==> src/rtl/sha2_padding_pkg.sv <==
// Shared constants and state encoding for the SHA-2 message padding stage.
package sha2_padding_pkg;

    localparam logic       SHA2_256        = 1'b0;
    localparam logic       SHA2_512        = 1'b1;
    localparam logic [7:0] PAD_BYTE        = 8'h80;
    localparam int         WORDS_PER_BLOCK = 16;
    localparam logic [3:0] LEN_WORD_HI     = 4'd14;
    localparam logic [3:0] LEN_WORD_LO     = 4'd15;
    localparam logic [3:0] LAST_WORD       = 4'(WORDS_PER_BLOCK - 1);

    typedef enum logic [2:0] {
        ST_IDLE,
        ST_DATA,
        ST_PAD1,
        ST_ZERO,
        ST_LEN,
        ST_WAIT
    } state_t;

endpackage

==> src/rtl/sha2_pad_word.sv <==
// Combinational byte masking: keeps the first nbytes bytes (MSB first), puts 0x80
// in the next byte and zeros below. A full word (nbytes = W/8) passes unchanged.
module sha2_pad_word
    import sha2_padding_pkg::*;
(
    input  logic [63:0] data,
    input  logic [3:0]  nbytes,
    input  logic        mode,
    output logic [63:0] word
);

    logic [63:0] word64;
    logic [31:0] word32;

    genvar gi;
    generate
        for (gi = 0; gi < 8; gi++) begin : g_lane64
            assign word64[63-8*gi -: 8] = (4'(gi) < nbytes)  ? data[63-8*gi -: 8] :
                                          (4'(gi) == nbytes) ? PAD_BYTE : 8'h00;
        end
        for (gi = 0; gi < 4; gi++) begin : g_lane32
            assign word32[31-8*gi -: 8] = (4'(gi) < nbytes)  ? data[31-8*gi -: 8] :
                                          (4'(gi) == nbytes) ? PAD_BYTE : 8'h00;
        end
    endgenerate

    assign word = (mode == SHA2_256) ? {32'h0, word32} : word64;

endmodule

==> src/rtl/sha2_padding.sv <==
// SHA-2 padding stage: streams message words into 16-word padded blocks for the schedule.
// Optional SHA2_PAD_ERR_EN adds a sticky pad_err flag for out-of-range in_bytes.
module sha2_padding
    import sha2_padding_pkg::*;
#(
    parameter int LEN_W = 64
) (
    input  logic        clk,
    input  logic        rst,
    input  logic        mode_sha2,
    input  logic        in_valid,
    output logic        in_ready,
    input  logic [63:0] in_data,
    input  logic        in_last,
    input  logic [3:0]  in_bytes,
    input  logic        next_block,
    output logic        load,
    output logic [63:0] data_out,
    output logic        block_valid,
    output logic        block_last,
    output logic        pad_err
);

    state_t           state_q, state_d;
    state_t           resume_q, resume_d;
    logic [3:0]       word_cnt_q, word_cnt_d;
    logic [LEN_W-1:0] bit_len_q, bit_len_d;
    logic             mode_q, mode_d;
    logic             in_ready_q, in_ready_d;
    logic             load_q, load_d;
    logic [63:0]      data_q, data_d;
    logic             block_valid_q, block_valid_d;
    logic             block_last_q, block_last_d;

    logic             mode_eff;
    logic [3:0]       full_bytes;
    logic             accept;
    logic             bytes_bad;
    logic [3:0]       eff_bytes;
    logic             word_full;
    logic [3:0]       add_bytes;
    logic [63:0]      pad_word;
    logic [63:0]      pad_msb;
    logic [63:0]      len_ext;
    logic [LEN_W-1:0] len_base;
    state_t           pad_next;
    logic             emit;
    logic [63:0]      emit_word;

    always_comb begin
        mode_eff   = (state_q == ST_IDLE) ? mode_sha2 : mode_q;
        full_bytes = (mode_eff == SHA2_512) ? 4'd8 : 4'd4;
        accept     = in_valid && in_ready_q;
`ifdef SHA2_PAD_ERR_EN
        bytes_bad  = in_last && (in_bytes > full_bytes);
`else
        bytes_bad  = 1'b0;
`endif
        eff_bytes  = (!in_last || bytes_bad) ? full_bytes : in_bytes;
        word_full  = (eff_bytes >= full_bytes);
        add_bytes  = word_full ? full_bytes : eff_bytes;
        pad_msb    = (mode_eff == SHA2_512) ? {PAD_BYTE, 56'h0} : {32'h0, PAD_BYTE, 24'h0};
        len_ext    = 64'(bit_len_q);
        len_base   = (state_q == ST_IDLE) ? '0 : bit_len_q;
        // A pad marker in the last two slots leaves no room for the length field.
        if (word_cnt_q == LAST_WORD)
            pad_next = ST_WAIT;
        else if (word_cnt_q == LEN_WORD_HI - 4'd1)
            pad_next = ST_LEN;
        else
            pad_next = ST_ZERO;
    end

    sha2_pad_word u_pad_word (
        .data   (in_data),
        .nbytes (eff_bytes),
        .mode   (mode_eff),
        .word   (pad_word)
    );

    always_comb begin
        state_d       = state_q;
        resume_d      = resume_q;
        word_cnt_d    = word_cnt_q;
        bit_len_d     = bit_len_q;
        mode_d        = mode_q;
        block_valid_d = block_valid_q;
        block_last_d  = block_last_q;
        emit          = 1'b0;
        emit_word     = 64'h0;

        case (state_q)
            ST_IDLE, ST_DATA: begin
                if (accept) begin
                    emit      = 1'b1;
                    emit_word = pad_word;
                    mode_d    = mode_eff;
                    bit_len_d = len_base + LEN_W'({add_bytes, 3'b000});
                    if (!in_last) begin
                        state_d  = (word_cnt_q == LAST_WORD) ? ST_WAIT : ST_DATA;
                        resume_d = ST_DATA;
                    end else if (word_full) begin
                        state_d  = (word_cnt_q == LAST_WORD) ? ST_WAIT : ST_PAD1;
                        resume_d = ST_PAD1;
                    end else begin
                        state_d  = pad_next;
                        resume_d = ST_ZERO;
                    end
                end
            end
            ST_PAD1: begin
                emit      = 1'b1;
                emit_word = pad_msb;
                state_d   = pad_next;
                resume_d  = ST_ZERO;
            end
            ST_ZERO: begin
                emit     = 1'b1;
                resume_d = ST_ZERO;
                if (word_cnt_q == LAST_WORD)
                    state_d = ST_WAIT;
                else if (word_cnt_q == LEN_WORD_HI - 4'd1)
                    state_d = ST_LEN;
            end
            ST_LEN: begin
                emit = 1'b1;
                if (word_cnt_q == LEN_WORD_LO) begin
                    emit_word    = (mode_q == SHA2_512) ? len_ext : {32'h0, len_ext[31:0]};
                    state_d      = ST_WAIT;
                    resume_d     = ST_IDLE;
                    block_last_d = 1'b1;
                end else begin
                    emit_word = (mode_q == SHA2_512) ? 64'h0 : {32'h0, len_ext[63:32]};
                end
            end
            ST_WAIT: begin
                // block_valid rises one cycle after the 16th load; next_block counts only once it is up.
                if (block_valid_q && next_block) begin
                    block_valid_d = 1'b0;
                    block_last_d  = 1'b0;
                    word_cnt_d    = 4'd0;
                    state_d       = resume_q;
                    if (resume_q == ST_IDLE)
                        bit_len_d = '0;
                end else begin
                    block_valid_d = 1'b1;
                end
            end
            default: state_d = ST_IDLE;
        endcase

        load_d = emit;
        data_d = emit ? emit_word : data_q;
        if (emit)
            word_cnt_d = word_cnt_q + 4'd1;
        in_ready_d = (state_d == ST_IDLE) || (state_d == ST_DATA);
    end

    always_ff @(posedge clk) begin
        if (!rst) begin
            state_q       <= ST_IDLE;
            resume_q      <= ST_IDLE;
            word_cnt_q    <= 4'd0;
            bit_len_q     <= '0;
            mode_q        <= SHA2_256;
            in_ready_q    <= 1'b0;
            load_q        <= 1'b0;
            data_q        <= 64'h0;
            block_valid_q <= 1'b0;
            block_last_q  <= 1'b0;
        end else begin
            state_q       <= state_d;
            resume_q      <= resume_d;
            word_cnt_q    <= word_cnt_d;
            bit_len_q     <= bit_len_d;
            mode_q        <= mode_d;
            in_ready_q    <= in_ready_d;
            load_q        <= load_d;
            data_q        <= data_d;
            block_valid_q <= block_valid_d;
            block_last_q  <= block_last_d;
        end
    end

`ifdef SHA2_PAD_ERR_EN
    logic pad_err_q, pad_err_d;

    always_comb begin
        pad_err_d = pad_err_q || (accept && bytes_bad);
    end

    always_ff @(posedge clk) begin
        if (!rst)
            pad_err_q <= 1'b0;
        else
            pad_err_q <= pad_err_d;
    end

    assign pad_err = pad_err_q;
`else
    assign pad_err = 1'b0;
`endif

    assign in_ready    = in_ready_q;
    assign load        = load_q;
    assign data_out    = data_q;
    assign block_valid = block_valid_q;
    assign block_last  = block_last_q;

endmodule

==> config.mk <==
export PLATFORM = sky130hd
export DESIGN_NAME = sha2_padding
export DESIGN_NICKNAME = d
export VERILOG_FILES = /design/src/rtl/sha2_padding_pkg.sv /design/src/rtl/sha2_pad_word.sv /design/src/rtl/sha2_padding.sv
export SDC_FILE = /design/constraint.sdc
export NUM_CORES = 1
export LEC_CHECK = 0
export BUFFER_PORTS_ARGS = -buffer_cell sky130_fd_sc_hd__buf_4
export CAP_MARGIN = 40
export CORE_MARGIN = 5
export CORE_UTILIZATION = 40
export CTS_CLUSTER_DIAMETER = 60
export DETAILED_ROUTE_END_ITERATION = 12
export SYNTH_ARGS = -nofsm -noshare
export SYNTH_HDL_FRONTEND = slang
export SYNTH_SLANG_ARGS = --single-unit
==> constraint.sdc <==
create_clock -name clk -period 5.3 [get_ports clk]
set_clock_uncertainty 0.2 [all_clocks]
set_input_delay 0.53 -clock clk [delete_from_list [all_inputs] [get_ports clk]]
set_output_delay 0.53 -clock clk [all_outputs]
set_load 0.05 [all_outputs]
; After elaboration in Yosys (flattened, before gate mapping)
; Cells that the tools add are included.
[totals]
register_bits = 143
[classes]
n_reduce_logical = 20
add_sub_neg = 2
n_mux = 62
magnitude_cmp = 9
n_eq_ne = 19
[op_table]
columns = op, count
row1 = 64-bit two-way mux, 9
row2 = 64-bit one-hot mux with 3 select lines, 1
row3 = 8-bit two-way mux, 20
row4 = 64-bit one-hot mux with 2 select lines, 1
row5 = 64-bit by 7-bit adder with 64-bit output, 1
row6 = 3-bit two-way mux, 13
row7 = 32-bit two-way mux, 1
row8 = 4-bit two-way mux, 6
row9 = 3-bit by 4-bit equality test with 1-bit output (first input constant), 4
row10 = 3-bit by 4-bit < comparator with 1-bit output (first input constant), 4
row11 = 3-bit one-hot mux with 5 select lines, 1
row12 = 3-bit logical NOT, 3
row13 = 3-bit one-hot mux with 3 select lines, 1
row14 = 2-bit by 4-bit equality test with 1-bit output (first input constant), 2
row15 = 4-bit equality test (second input constant), 2
row16 = 1-bit by 4-bit < comparator with 1-bit output (first input constant), 2
row17 = 2-bit by 4-bit < comparator with 1-bit output (first input constant), 2
row18 = 2-bit != test (second input constant), 4
row19 = 2-bit nonzero test, 4
row20 = 3-bit by 1-bit equality test with 1-bit output (second input constant), 2
row21 = 3-bit by 2-bit equality test with 1-bit output (second input constant), 2
row22 = 3-bit equality test (second input constant), 2
row23 = 1-bit two-way mux, 6
row24 = 3-bit AND reduction, 2
row25 = 13 further kinds, 17

; Longest topological paths before layout
[logic_depth]
ltp_word = 11
mapped_depth = 15
ltp_nobuf = 12

; Cells and area by module
; From an unflattened synthesis, not the netlist that was laid out.
[hier_totals]
hier_cells = 964
area_unflattened_um2 = 7587.3
[modules_own_cells]
columns = module, instances, area_each_um2, cells_each, seq_area_each_um2
row1 = sha2_padding, 1, 6947.9, 869, 2782.7
row2 = sha2_pad_word, 1, 639.4, 95, 0.0

; Least setup slack after synthesis
; Ideal clock, no wire load.
[synth_path]
path_kind = input -> register
from = in mode_sha2
to = reg bit_len_q[41]
arrival_time_ns = 3.526
path_buffers = 0
cell_stages = 12
path_slack_ns = 1.512
path_cell_list = or4b_2 -> and2_1 -> a21oi_1 -> and2_1 -> ha_1 -> fa_1 -> a21o_1 -> o21ai_1 -> nor4_1 -> nand2_1 -> or4_1 -> nand3_1
[synth_between]
elab_chain_cells = 8
[synth_lines]
columns = item, line
row1 = from (decl), sha2_padding.sv:10  ; input logic mode_sha2,
row2 = 1-bit two-way mux *, sha2_padding.sv:51  ; mode_eff = (state_q == ST_IDLE) ? mode_sha2 : mode_q;
row3 = 4-bit two-way mux *, sha2_padding.sv:52  ; full_bytes = (mode_eff == SHA2_512) ? 4'd8 : 4'd4;
row4 = 4-bit two-way mux, sha2_padding.sv:59  ; eff_bytes = (!in_last || bytes_bad) ? full_bytes : in_bytes;
row5 = 4-bit >= comparator, sha2_padding.sv:60  ; word_full = (eff_bytes >= full_bytes);
row6 = 4-bit two-way mux *, sha2_padding.sv:61  ; add_bytes = word_full ? full_bytes : eff_bytes;
row7 = 64-bit by 7-bit adder with 64-bit output *, sha2_padding.sv:98  ; bit_len_d = len_base + LEN_W'({add_bytes, 3'b000});
row8 = 64-bit two-way mux *, sha2_padding.sv:94  ; if (accept) begin
row9 = 64-bit one-hot mux with 2 select lines *, sha2_padding.sv:92  ; case (state_q)
row10 = to (signal assigned), sha2_padding.sv:175  ; bit_len_q <= bit_len_d;
row11 = to (decl), sha2_padding.sv:27  ; logic [LEN_W-1:0] bit_len_q, bit_len_d;
; Every way passes the cells marked *; elsewhere a longest branch is shown, timed or not. The select of a mux whose other input is x is not followed.
; A chain may end at the register's enable or synchronous reset.

; Final worst setup path
[layout_path]
from = reg state_q[2]
to = reg bit_len_q[41]
[layout_between]
elab_chain_cells = 9
[layout_lines]
columns = item, line
row1 = from (decl), sha2_padding.sv:24  ; state_t state_q, state_d;
row2 = from (signal assigned), sha2_padding.sv:172  ; state_q <= state_d;
row3 = 3-bit logical NOT, "sha2_padding.sv:51, sha2_padding.sv:64, sha2_padding.sv:92"
row4 = 1-bit two-way mux, sha2_padding.sv:51
row5 = 4-bit two-way mux, sha2_padding.sv:52
row6 = 4-bit two-way mux, sha2_padding.sv:59
row7 = 4-bit >= comparator, sha2_padding.sv:60
row8 = 4-bit two-way mux, sha2_padding.sv:61
row9 = 64-bit by 7-bit adder with 64-bit output, sha2_padding.sv:98
row10 = 64-bit two-way mux, sha2_padding.sv:94
row11 = 64-bit one-hot mux with 2 select lines, sha2_padding.sv:92
; Several ways; a longest one is shown, not always the timed one. The select of a mux whose other input is x is not followed.

==> impl_metrics.json <==
{
  "die_h_microns": 144,
  "critical_path_class": "flip-flop to flip-flop",
  "wirelength_microns": 26800,
  "power.density_nw_per_um2": 288,
  "drive_above_1_share": 0.206,
  "finalSetupViolations": 0,
  "core_area_sq_um": 17800,
  "synth_compound_area_frac": 0.279,
  "holdWs_ns": 0.0945,
  "finalMaxSlewViolations": 0,
  "cts-root-buf": "clkbuf_16",
  "syn-instance-count": 893,
  "rr_startpoint": "state_q[2]",
  "finalCritPeriodShare": 0.814,
  "ys_seq_elements": 139,
  "required_ns": 5.47,
  "cts_tree": "done",
  "cp-startpoint": "state_q[2]",
  "post_cts_resized": 0,
  "start_util": 0.402,
  "grt_max_degree": 64,
  "overflow": 0,
  "grt_pass1_vias": 7267,
  "startpoint_type": "flip-flop",
  "tightest_slew_ns": 0.898,
  "post_cts_buffers": 0,
  "synthAdderAreaFrac": 0.0146,
  "postCtsHoldBufs": 0,
  "peakVddDrop_uv": 205,
  "htreeDepth": 4,
  "synthToLayoutAreaGrowth_pct": 24.8,
  "clk_latency_ns": 0.43,
  "cap_violations": 0,
  "arrival_ns": 4.48,
  "numCtsBuffers": 17,
  "fmax_ghz": 0.232,
  "first_pass_iters": 6,
  "num-fill-cells": 1750,
  "ys_types": 75,
  "drt_iter0_drc": 1020,
  "syn_area_sq_um": 7180,
  "vias": 7724,
  "hold_violations": 0,
  "hold_path_class": "input pin to flip-flop",
  "clk_pin_slew_ns": 0.06,
  "synthFlopType": "dfxtp_1",
  "avgSynthCellArea_sq_um": 8.04,
  "muxShareOfSynthArea": 0.00714,
  "viasPerCell": 6.24,
  "antenna_found_initial": 0,
  "cts_sinks": 139,
  "rsz0062_at_grt": "false",
  "grt_pass1_wl_microns": 41700,
  "synthXorXnorAreaFrac": 0.00976,
  "rows": 49,
  "seq_area_frac_synth": 0.388,
  "postRouteAntennaNets": 0,
  "synth_top_family_by_area": "compound AO/OA/AOI/OAI gates",
  "gp_congestion": 0.918,
  "status": "finished, final reports clean",
  "die_width_microns": 144,
  "end_kind": "flip-flop",
  "worstHoldStart": "in_data[27]",
  "critical_path.max_fanout": 22,
  "synthSimpleGateAreaFrac": 0.248,
  "ys_warn_count": 0,
  "wl_per_cell_microns": 21.6,
  "dp_slack_ns": 1.05,
  "antennaDiodeCount": 0,
  "io_pins": 143,
  "die_area_sq_um": 20700,
  "syn_nets": 974,
  "finalCriticalPeriod_ns": 4.32,
  "leakage_nw": 3.36,
  "detailed_place_hpwl_microns": 18700,
  "cts.path.max_buffers": 2,
  "grt_usage": 0.259,
  "drc": 0,
  "maxSlewHeadroom": 0.401,
  "nets": 1077,
  "tns_ns": 0,
  "timing.final.ws_setup_ns": 0.985,
  "async_flop_share": 0,
  "port_buffers": 141,
  "synth_edf_count": 0
}
## cell usage in the layout (no fill, tap or decap), drive strengths merged, types with 5 or more instances in the layout
master   instances
a21oi           61
a222oi          60
a22oi           13
a31oi           14
and2            15
and3            19
and4             6
buf            162
clkbuf          20
clkinv           6
dfxtp          139
ha               6
inv             18
nand2           85
nand3           48
nand4           32
nor2            91
nor3            22
nor3b            5
nor4             8
o211ai          16
o21a             8
o21ai           52
o22ai            7
o2bb2ai          8
or3              6
or4              7
## Yosys cell counts, types with 6 or more instances
cell type    n  area (sq um)
nor2_1      91           342
and4_1       6          52.6
a31oi_1     14          87.6
nand2_1     85           319
nor4_1       7          43.8
a222oi_1    60           601
and2_1      14          87.6
dfxtp_1    139          2780
o2bb2ai_1    8          70.1
o211ai_1    16           120
buf_2        7          35.0
ha_1         6          75.1
o21a_1       8          60.1
o22ai_1      7          43.8
nand4_1     32           200
a22oi_1     13          97.6
clkbuf_1    66           248
and3_1      18           113
inv_1       18          67.6
a21oi_1     61           305
o21ai_0     50           250
nor3_1      22           110
nand3_1     47           235
or4_1        6          45.0
## cell families (layout without fill, tap and decap cells)
logic type	after synthesis	in the layout
compound gates	280	280
simple gates	356	356
flops	139	139
xor+xnor	8	8
buf+inv	96	211
mux	5	5
fa+ha+maj	8	8
other cells	1	1
## critical path: stages, from the launching register on
cell and delay [ns]:
dfxtp_1 0.29, buf_4 0.20, or4b_2 0.69, and2_1 0.20, a21oi_1 0.41, and2_1 0.21
ha_1 0.19, fa_1 0.22, a21o_1 0.14, o21ai_1 0.15, nor4_1 0.62, nand2_1 0.17
or4_1 0.48, nand3_1 0.09
## cell type report
cell class / count / area [sq um] / area share
inverter: 18 / 67.6 / 0.00754
timing repair buffer: 162 / 1220 / 0.136
multi-input combinational: 658 / 4040 / 0.451
tap: 229 / 287 / 0.0320
clock inverter: 11 / 124 / 0.0138
clock buffer: 20 / 437 / 0.0487
sequential: 139 / 2780 / 0.310
## final timing paths
check | endpoint | slack (ns) | cells past startpoint
hold reg to reg | block_last | 0.29 | 2
setup reg to reg | bit_len_q[41] | 0.98 | 13
setup / recovery | bit_len_q[41] | 0.98 | 13
hold / removal | data_out[27] | 0.09 | 3
## flip-flops by register name (all words and copies together), names as in the netlist
register and count:
bit_len_q 61, block_last 1, block_valid 1, data_out 64, in_ready 1, load 1, mode_q 1, resume_q 2
state_q 3, word_cnt_q 4
## routing by layer
metal / GRT usage / wire, microns
met2: 0.386 / 12000
met5: 0 / 0
met3: 0.0724 / 2450
met4: 0.0991 / 974
met1: 0.356 / 11400
## report_power, final
part / switching [mW] / internal, mW
registers: 0.0188 / 1.07
logic: 0.225 / 0.116
clock network: 0.465 / 0.688
## stage by stage
stage	std cells	area [sq um]	util	power, mW
2_1_floorplan	893	7180	-	1.32
3_5_place_dp	1206	8400	0.471	1.45
5_1_grt	1237	8960	0.502	2.68
6_report	1237	8960	0.502	2.58
4_1_cts	1237	8960	0.502	2.60
3_3_place_gp	1205	8390	0.470	1.45
No activity file was read; power rests on OpenSTA's default activity.
